File: src/rtl/mips32_pkg.sv
// -----------------------------------------------------------------------------
// mips32_pkg
//   Shared definitions for the MIPS32 pipeline: instruction width, opcode
//   constants, instruction-type codes, the fetch-queue entry layout and small
//   decode helpers.
//   No ports (package).
// -----------------------------------------------------------------------------
package mips32_pkg;

  localparam int INSTR_W = 32;

  // Primary opcodes (instr[31:26])
  localparam logic [5:0] OP_ADD   = 6'b000000;
  localparam logic [5:0] OP_SUB   = 6'b000001;
  localparam logic [5:0] OP_AND   = 6'b000010;
  localparam logic [5:0] OP_OR    = 6'b000011;
  localparam logic [5:0] OP_SLT   = 6'b000100;
  localparam logic [5:0] OP_MUL   = 6'b000101;
  localparam logic [5:0] OP_LW    = 6'b001000;
  localparam logic [5:0] OP_SW    = 6'b001001;
  localparam logic [5:0] OP_ADDI  = 6'b001010;
  localparam logic [5:0] OP_SUBI  = 6'b001011;
  localparam logic [5:0] OP_SLTI  = 6'b001100;
  localparam logic [5:0] OP_BNEQZ = 6'b001101;
  localparam logic [5:0] OP_BEQZ  = 6'b001110;
  localparam logic [5:0] OP_HLT   = 6'b111111;

  typedef enum logic [2:0] {
    RR_ALU = 3'd0,
    RM_ALU = 3'd1,
    LOAD   = 3'd2,
    STORE  = 3'd3,
    BRANCH = 3'd4,
    HALT   = 3'd5
  } instr_type_e;

  // One fetch-queue entry: instruction word plus its next-PC.
  typedef struct packed {
    logic [INSTR_W-1:0] ir;
    logic [INSTR_W-1:0] npc;
  } fetch_entry_t;

  function automatic logic is_halt(input logic [INSTR_W-1:0] instr);
    return instr[31:26] == OP_HLT;
  endfunction

  function automatic instr_type_e instr_type(input logic [5:0] opcode);
    case (opcode)
      OP_ADD, OP_SUB, OP_AND, OP_OR, OP_SLT, OP_MUL: return RR_ALU;
      OP_ADDI, OP_SUBI, OP_SLTI:                     return RM_ALU;
      OP_LW:                                         return LOAD;
      OP_SW:                                         return STORE;
      OP_BNEQZ, OP_BEQZ:                             return BRANCH;
      OP_HLT:                                        return HALT;
      default:                                       return RR_ALU;
    endcase
  endfunction

endpackage

File: src/rtl/mips32_fetch_fifo.sv
// -----------------------------------------------------------------------------
// mips32_fetch_fifo
//   DEPTH-entry queue of {ir, npc} words between the fetch logic and decode.
//   Wrap-around read/write pointers, occupancy count, synchronous flush.
//   Ports:
//     clk1, rst_n      clock / asynchronous active-low reset
//     i_push           write i_wr_data at the tail
//     i_pop            drop the head entry
//     i_flush          empty the queue (wins over push and pop)
//     i_wr_data        entry to write
//     o_rd_data        current head entry (combinational read)
//     o_count          number of valid entries, 0..DEPTH
// -----------------------------------------------------------------------------
module mips32_fetch_fifo
  import mips32_pkg::*;
#(
  parameter int DEPTH = 4,
  localparam int PTR_W = $clog2(DEPTH),
  localparam int CNT_W = PTR_W + 1
) (
  input  logic             clk1,
  input  logic             rst_n,
  input  logic             i_push,
  input  logic             i_pop,
  input  logic             i_flush,
  input  fetch_entry_t     i_wr_data,
  output fetch_entry_t     o_rd_data,
  output logic [CNT_W-1:0] o_count
);

  fetch_entry_t     r_mem [DEPTH];
  logic [PTR_W-1:0] r_wr_ptr;
  logic [PTR_W-1:0] r_rd_ptr;
  logic [CNT_W-1:0] r_count;
  logic             w_do_push;
  logic             w_do_pop;

  assign w_do_pop  = i_pop && (r_count != '0);
  // A full queue can still accept a word in the cycle its head leaves.
  assign w_do_push = i_push && ((r_count != CNT_W'(DEPTH)) || w_do_pop);

  // Storage carries no reset; stale slots are never presented as valid.
  always_ff @(posedge clk1) begin
    if (w_do_push && !i_flush) begin
      r_mem[r_wr_ptr] <= i_wr_data;
    end
  end

  always_ff @(posedge clk1 or negedge rst_n) begin
    if (!rst_n) begin
      r_wr_ptr <= '0;
      r_rd_ptr <= '0;
      r_count  <= '0;
    end else if (i_flush) begin
      r_wr_ptr <= '0;
      r_rd_ptr <= '0;
      r_count  <= '0;
    end else begin
      if (w_do_push) r_wr_ptr <= r_wr_ptr + PTR_W'(1);
      if (w_do_pop)  r_rd_ptr <= r_rd_ptr + PTR_W'(1);
      case ({w_do_push, w_do_pop})
        2'b10:   r_count <= r_count + CNT_W'(1);
        2'b01:   r_count <= r_count - CNT_W'(1);
        default: r_count <= r_count;
      endcase
    end
  end

  assign o_rd_data = r_mem[r_rd_ptr];
  assign o_count   = r_count;

endmodule

File: src/rtl/mips32_fetch_unit.sv
// -----------------------------------------------------------------------------
// mips32_fetch_unit
//   Prefetching instruction-fetch stage. Issues one-word reads to instruction
//   memory, queues {IR, NPC} pairs and hands them to decode over valid/ready.
//   A redirect flushes the queue, drops any in-flight read and restarts at the
//   target. Fetch stops once an HLT word has been queued.
//   Optional build macro: FETCH_PERF_EN adds perf_fetched / perf_flushed.
//   Ports:
//     clk1, rst_n                 clock / asynchronous active-low reset
//     imem_req, imem_addr         read strobe and word address (registered PC)
//     imem_rdata                  read data, valid one cycle after imem_req
//     id_valid, id_ready          decode handshake
//     id_ir, id_npc               head instruction and its next-PC
//     redirect_valid, redirect_pc taken-branch restart
//     halt_seen                   HLT queued or consumed; fetch stopped
//     perf_fetched, perf_flushed  (FETCH_PERF_EN only) saturating counters
// -----------------------------------------------------------------------------
module mips32_fetch_unit
  import mips32_pkg::*;
#(
  parameter int          DEPTH    = 4,
  parameter int          ADDR_W   = 10,
  parameter int unsigned RESET_PC = 0
) (
  input  logic              clk1,
  input  logic              rst_n,
  output logic              imem_req,
  output logic [ADDR_W-1:0] imem_addr,
  input  logic [31:0]       imem_rdata,
  output logic              id_valid,
  input  logic              id_ready,
  output logic [31:0]       id_ir,
  output logic [31:0]       id_npc,
  input  logic              redirect_valid,
  input  logic [31:0]       redirect_pc,
  output logic              halt_seen
`ifdef FETCH_PERF_EN
  ,
  output logic [31:0]       perf_fetched,
  output logic [31:0]       perf_flushed
`endif
);

  localparam int CNT_W = $clog2(DEPTH) + 1;
  localparam int SUM_W = CNT_W + 1;

  logic [ADDR_W-1:0] r_pc;
  logic [ADDR_W-1:0] r_req_addr;
  logic              r_inflight;
  logic              r_halt;
  logic [31:0]       r_hold_ir;
  logic [31:0]       r_hold_npc;

  logic [CNT_W-1:0]  w_count;
  logic [SUM_W-1:0]  w_occupancy;
  logic              w_issue;
  logic              w_push;
  logic              w_pop;
  fetch_entry_t      w_wr_entry;
  fetch_entry_t      w_head;

  // Reserve a queue slot for every outstanding read so a response never
  // needs back-pressure. Gating with rst_n keeps the strobe low in reset.
  assign w_occupancy = SUM_W'(w_count) + SUM_W'(r_inflight);
  assign w_issue     = rst_n && !r_halt && !redirect_valid &&
                       (w_occupancy < SUM_W'(DEPTH));

  // Once an HLT is queued, the word fetched right behind it is dropped.
  assign w_push = r_inflight && !redirect_valid && !r_halt;
  assign w_pop  = id_valid && id_ready && !redirect_valid;

  assign w_wr_entry.ir  = imem_rdata;
  assign w_wr_entry.npc = 32'(r_req_addr) + 32'd1;

  mips32_fetch_fifo #(
    .DEPTH (DEPTH)
  ) u_fifo (
    .clk1      (clk1),
    .rst_n     (rst_n),
    .i_push    (w_push),
    .i_pop     (w_pop),
    .i_flush   (redirect_valid),
    .i_wr_data (w_wr_entry),
    .o_rd_data (w_head),
    .o_count   (w_count)
  );

  always_ff @(posedge clk1 or negedge rst_n) begin
    if (!rst_n) begin
      r_pc       <= ADDR_W'(RESET_PC);
      r_req_addr <= '0;
      r_inflight <= 1'b0;
      r_halt     <= 1'b0;
      r_hold_ir  <= '0;
      r_hold_npc <= '0;
    end else begin
      r_inflight <= w_issue;
      r_hold_ir  <= id_ir;
      r_hold_npc <= id_npc;
      if (redirect_valid) begin
        r_pc   <= redirect_pc[ADDR_W-1:0];
        r_halt <= 1'b0;
      end else begin
        if (w_issue) begin
          r_pc       <= r_pc + ADDR_W'(1);
          r_req_addr <= r_pc;
        end
        if (w_push && is_halt(imem_rdata)) begin
          r_halt <= 1'b1;
        end
      end
    end
  end

  assign imem_req  = w_issue;
  assign imem_addr = r_pc;
  assign id_valid  = (w_count != '0);
  // While empty, the last presented word is held rather than a stale slot.
  assign id_ir     = id_valid ? w_head.ir  : r_hold_ir;
  assign id_npc    = id_valid ? w_head.npc : r_hold_npc;
  assign halt_seen = r_halt;

  if (ADDR_W < 32) begin : g_pc_upper
    logic w_unused_pc_upper;
    assign w_unused_pc_upper = ^redirect_pc[31:ADDR_W];
  end

`ifdef FETCH_PERF_EN
  logic [31:0] r_perf_fetched;
  logic [31:0] r_perf_flushed;
  logic [32:0] w_fetched_sum;
  logic [32:0] w_flushed_sum;

  assign w_fetched_sum = {1'b0, r_perf_fetched} + 33'(w_push);
  // A redirect discards every queued entry plus the outstanding read.
  assign w_flushed_sum = {1'b0, r_perf_flushed} +
                         (redirect_valid ? (33'(w_count) + 33'(r_inflight)) : 33'd0);

  always_ff @(posedge clk1 or negedge rst_n) begin
    if (!rst_n) begin
      r_perf_fetched <= '0;
      r_perf_flushed <= '0;
    end else begin
      r_perf_fetched <= w_fetched_sum[32] ? 32'hFFFF_FFFF : w_fetched_sum[31:0];
      r_perf_flushed <= w_flushed_sum[32] ? 32'hFFFF_FFFF : w_flushed_sum[31:0];
    end
  end

  assign perf_fetched = r_perf_fetched;
  assign perf_flushed = r_perf_flushed;
`endif

endmodule

File: config.mk
export PLATFORM = sky130hd
export DESIGN_NAME = mips32_fetch_unit
export DESIGN_NICKNAME = d
export VERILOG_FILES = /design/src/rtl/mips32_pkg.sv /design/src/rtl/mips32_fetch_fifo.sv /design/src/rtl/mips32_fetch_unit.sv
export SDC_FILE = /design/constraint.sdc
export NUM_CORES = 1
export LEC_CHECK = 0
export ABC_AREA = 1
export BUFFER_PORTS_ARGS = -buffer_cell sky130_fd_sc_hd__clkbuf_2
export CORE_UTILIZATION = 25
export DETAILED_ROUTE_END_ITERATION = 8
export SETUP_SLACK_MARGIN = 0.4
export SLEW_MARGIN = 0
export SYNTH_ARGS = -nofsm -noshare
export SYNTH_HDL_FRONTEND = slang
export SYNTH_SLANG_ARGS = --single-unit
File: constraint.sdc
create_clock -name clk1 -period 3.9 [get_ports clk1]
set_input_delay 0.195 -clock clk1 [delete_from_list [all_inputs] [get_ports clk1]]
set_output_delay 0.195 -clock clk1 [all_outputs]
set_load 0.01 [all_outputs]
==> out/qor.yml <==
status:
  status: "finished clean"
yosys:
  synth_cells: 889
  synth_warnings: 0
  synth_ff_type: "edfxtp_1"
  synth-edff-count: 172
  synth_area_sq_mm: 0.0104
  syn_area_per_cell_sq_um: 11.7
  ys_ff_latch: 265
  async_flop_share_pct: 35.1
  synth.distinct_cells: 31
  ys_seq_area_share_pct: 72.1
  synth_nets: 964
timing:
  fin_ws_ns: 0.933
  hold_viol_final: 0
  slew_headroom_pct: 30.7
  worst_pin_slew_ns: 1.04
  min_period_ns: 2.97
  rsz0062_at_grt: "false"
  post-route-period-util_pct: 76.1
  final_max_slew_viol_count: 0
  finalSetupViolations: 0
  fin_setup_tns_ns: 0
  max_freq_ghz: 0.337
  fin_skew_ns: 0.0189
global_route:
  grt_pass1_wl_mm: 36.8
  grt.met3_usage_pct: 3.01
  overflow: 0
  antenna_found_initial: 1
  met1_usage_pct: 14.5
  grt_pass1_vias: 6702
  grtUsageMet2_pct: 18.9
  grt_max_degree: 87
  grt-busiest-layer: "met2"
  track_usage_pct: 11.5
route:
  post_drt_wl_per_cell_um: 15.0
  drc_errors: 0
  firstDrtPassIters: 4
  final_antenna_net_count: 0
  via_count: 6821
  drtIter0Drc: 392
  wirelength_mm: 24.2
  viasPerCell: 4.22
floorplan:
  ios: 145
  die_y_um: 206
  initial_core_util_pct: 25.4
  rows: 74
  fp.coreArea_sq_mm: 0.0409
  fp.dieArea_sq_mm: 0.0424
  die_w_um: 206
critical_path:
  r2r_start: "u_fifo.o_count[2]"
  crit_path_max_fanout: 57
  cp_slowest_cell: "buf_4"
  worstSetupEndpointType: "output pin"
  crit_type: "flip-flop to output pin"
  worstPathRequired_ns: 3.70
  critPathLaunch: "u_fifo.o_count[2]"
  cp_slowest_stage_delay_ns: 0.64
  path_cells: "inv_2 > nand2_4 > buf_4 > nor2_1 > a31oi_1 > clkbuf_2"
  worstSetupStartpointType: "flip-flop"
  cp.arrival_ns: 2.77
layout:
  syn2layout_area_growth_pct: 26.0
  layout.nets: 1132
  layout_commonest_cell: "nor2_1"
  n_antenna_cell: 0
  final_cell_mix: "nor2_1 (247), edfxtp_1 (172), clkbuf_2 (121)"
  drive_gt1_share_pct: 18.6
  fillers: 4144
job:
  max_cap_viol_count: 0
power_and_ir_drop:
  power_leakage_uw: 0.00509
  p_per_area_mw_per_mm2: 569
  peakVddDrop_v: 0.000252
min_path:
  hold_class: "input port to flip-flop"
  min-delay-start: "id_ready"
clocking:
  clockRootBuffer: "clkbuf_16"
  cts_tree: "done"
  cts_buffers: 35
  clk_pin_slew_ns: 0.06
  cts.path.max_buffers: 3
  clock_latency_ns: 0.53
  ctsResizeCount: 0
  cts_max_level: 2
  cts_sinks: 265
place:
  gp_congestion: 0.787
  dp_slack_ns: 1.17
  port_buffers: 122
  hpwlAfterDp_mm: 13.8
==> sequential cells by signal (all words and copies together) (netlist names) <==
| register | count |
|---|---|
| u_fifo.r_mem | 172 |
| r_hold_ir | 32 |
| r_hold_npc | 32 |
| imem_addr | 10 |
| r_req_addr | 10 |
| u_fifo.o_count | 3 |
| u_fifo.r_rd_ptr | 2 |
| u_fifo.r_wr_ptr | 2 |
| halt_seen | 1 |
| r_inflight | 1 |
==> synthesized netlist by cell type, drive strengths merged, types with 5 or more instances <==
library cell	instances	share of area [%]
nand3	19	0.96
o21ai	106	5.1
xor2	7	0.59
nor2	253	9.3
buf	36	2.1
nand2	70	2.7
a31oi	43	2.6
inv	56	2.0
nand4	5	0.30
clkbuf	8	0.29
dfrtp	93	22
edfxtp	172	50
ha	6	0.72
==> layer usage <==
metal	routed length, um	up-vias
li1	-	3375
met5	10	-
met2	11400	134
met1	10900	3265
met4	550	2
met3	1290	45
==> critical path: cells and delay by family, from the launching register on <==
kind                   cells  cell delay [ns]
and+or+nand+nor            2             0.55
AOI/OAI and AO/OA          1             0.27
DFF                        1             0.46
buffers and inverters      3             0.91
==> report_power, final <==
group,internal (uW),leakage (uW),switching (uW)
Sequential,3300,0.00268,103
Clock,1790,0.000509,1170
Combinational,392,0.00190,687
==> per-stage QoR <==
step                      cell area, sq um  hold slack, ns  util [%]  instances  power (uW)
after floorplan                      10400          -0.101         -        889        4050
after global placement               11600           0.149      28.3       1509        4510
after detailed placement             11600           0.146      28.3       1509        4530
after CTS                            13100          0.0636      32.0       1615        7580
after global routing                 13100           0.135      32.0       1615        7810
final                                13100          0.0924      32.0       1615        7450
==> cell type report <==
cell class              count  area, sq um  area share (%)
clock inverters            10         73.8           0.564
repair buffers            175         1170            8.93
multi-input cells         524         2470            18.9
flip-flops and latches    265         7500            57.3
clock buffers              53         1010            7.68
inverters                  56          210            1.61
well taps                 532          666            5.08
==> kinds of logic after synthesis <==
group,after synthesis,share of synthesized area [%]
AOI/OAI and AO/OA,158,8.35
xor gates and xnor gates,9,0.759
adders and majority gates,7,0.916
buffers and inverters,100,4.42
DFF,265,72.1
and+or+nand+nor,350,13.4
==> final timing paths <==
kind,to,slack (ns),depth (start not counted)
min in group asynchronous,halt_seen,0.13,2
max in group asynchronous,u_fifo.r_rd_ptr[0],2.31,3
hold / removal,u_fifo.r_rd_ptr[1],0.09,5
setup reg to reg,u_fifo.r_mem[1][30],1.24,7
setup / recovery,id_ir[7],0.93,6
hold reg to reg,r_hold_npc[11],0.48,2
==> what timing repair did <==
action | CTS | global route
buffers inserted | 0 | 0
hold endpoints to repair | 165 | 0
hold buffers | 43 | 0
No activity file was read; power rests on OpenSTA's default activity.
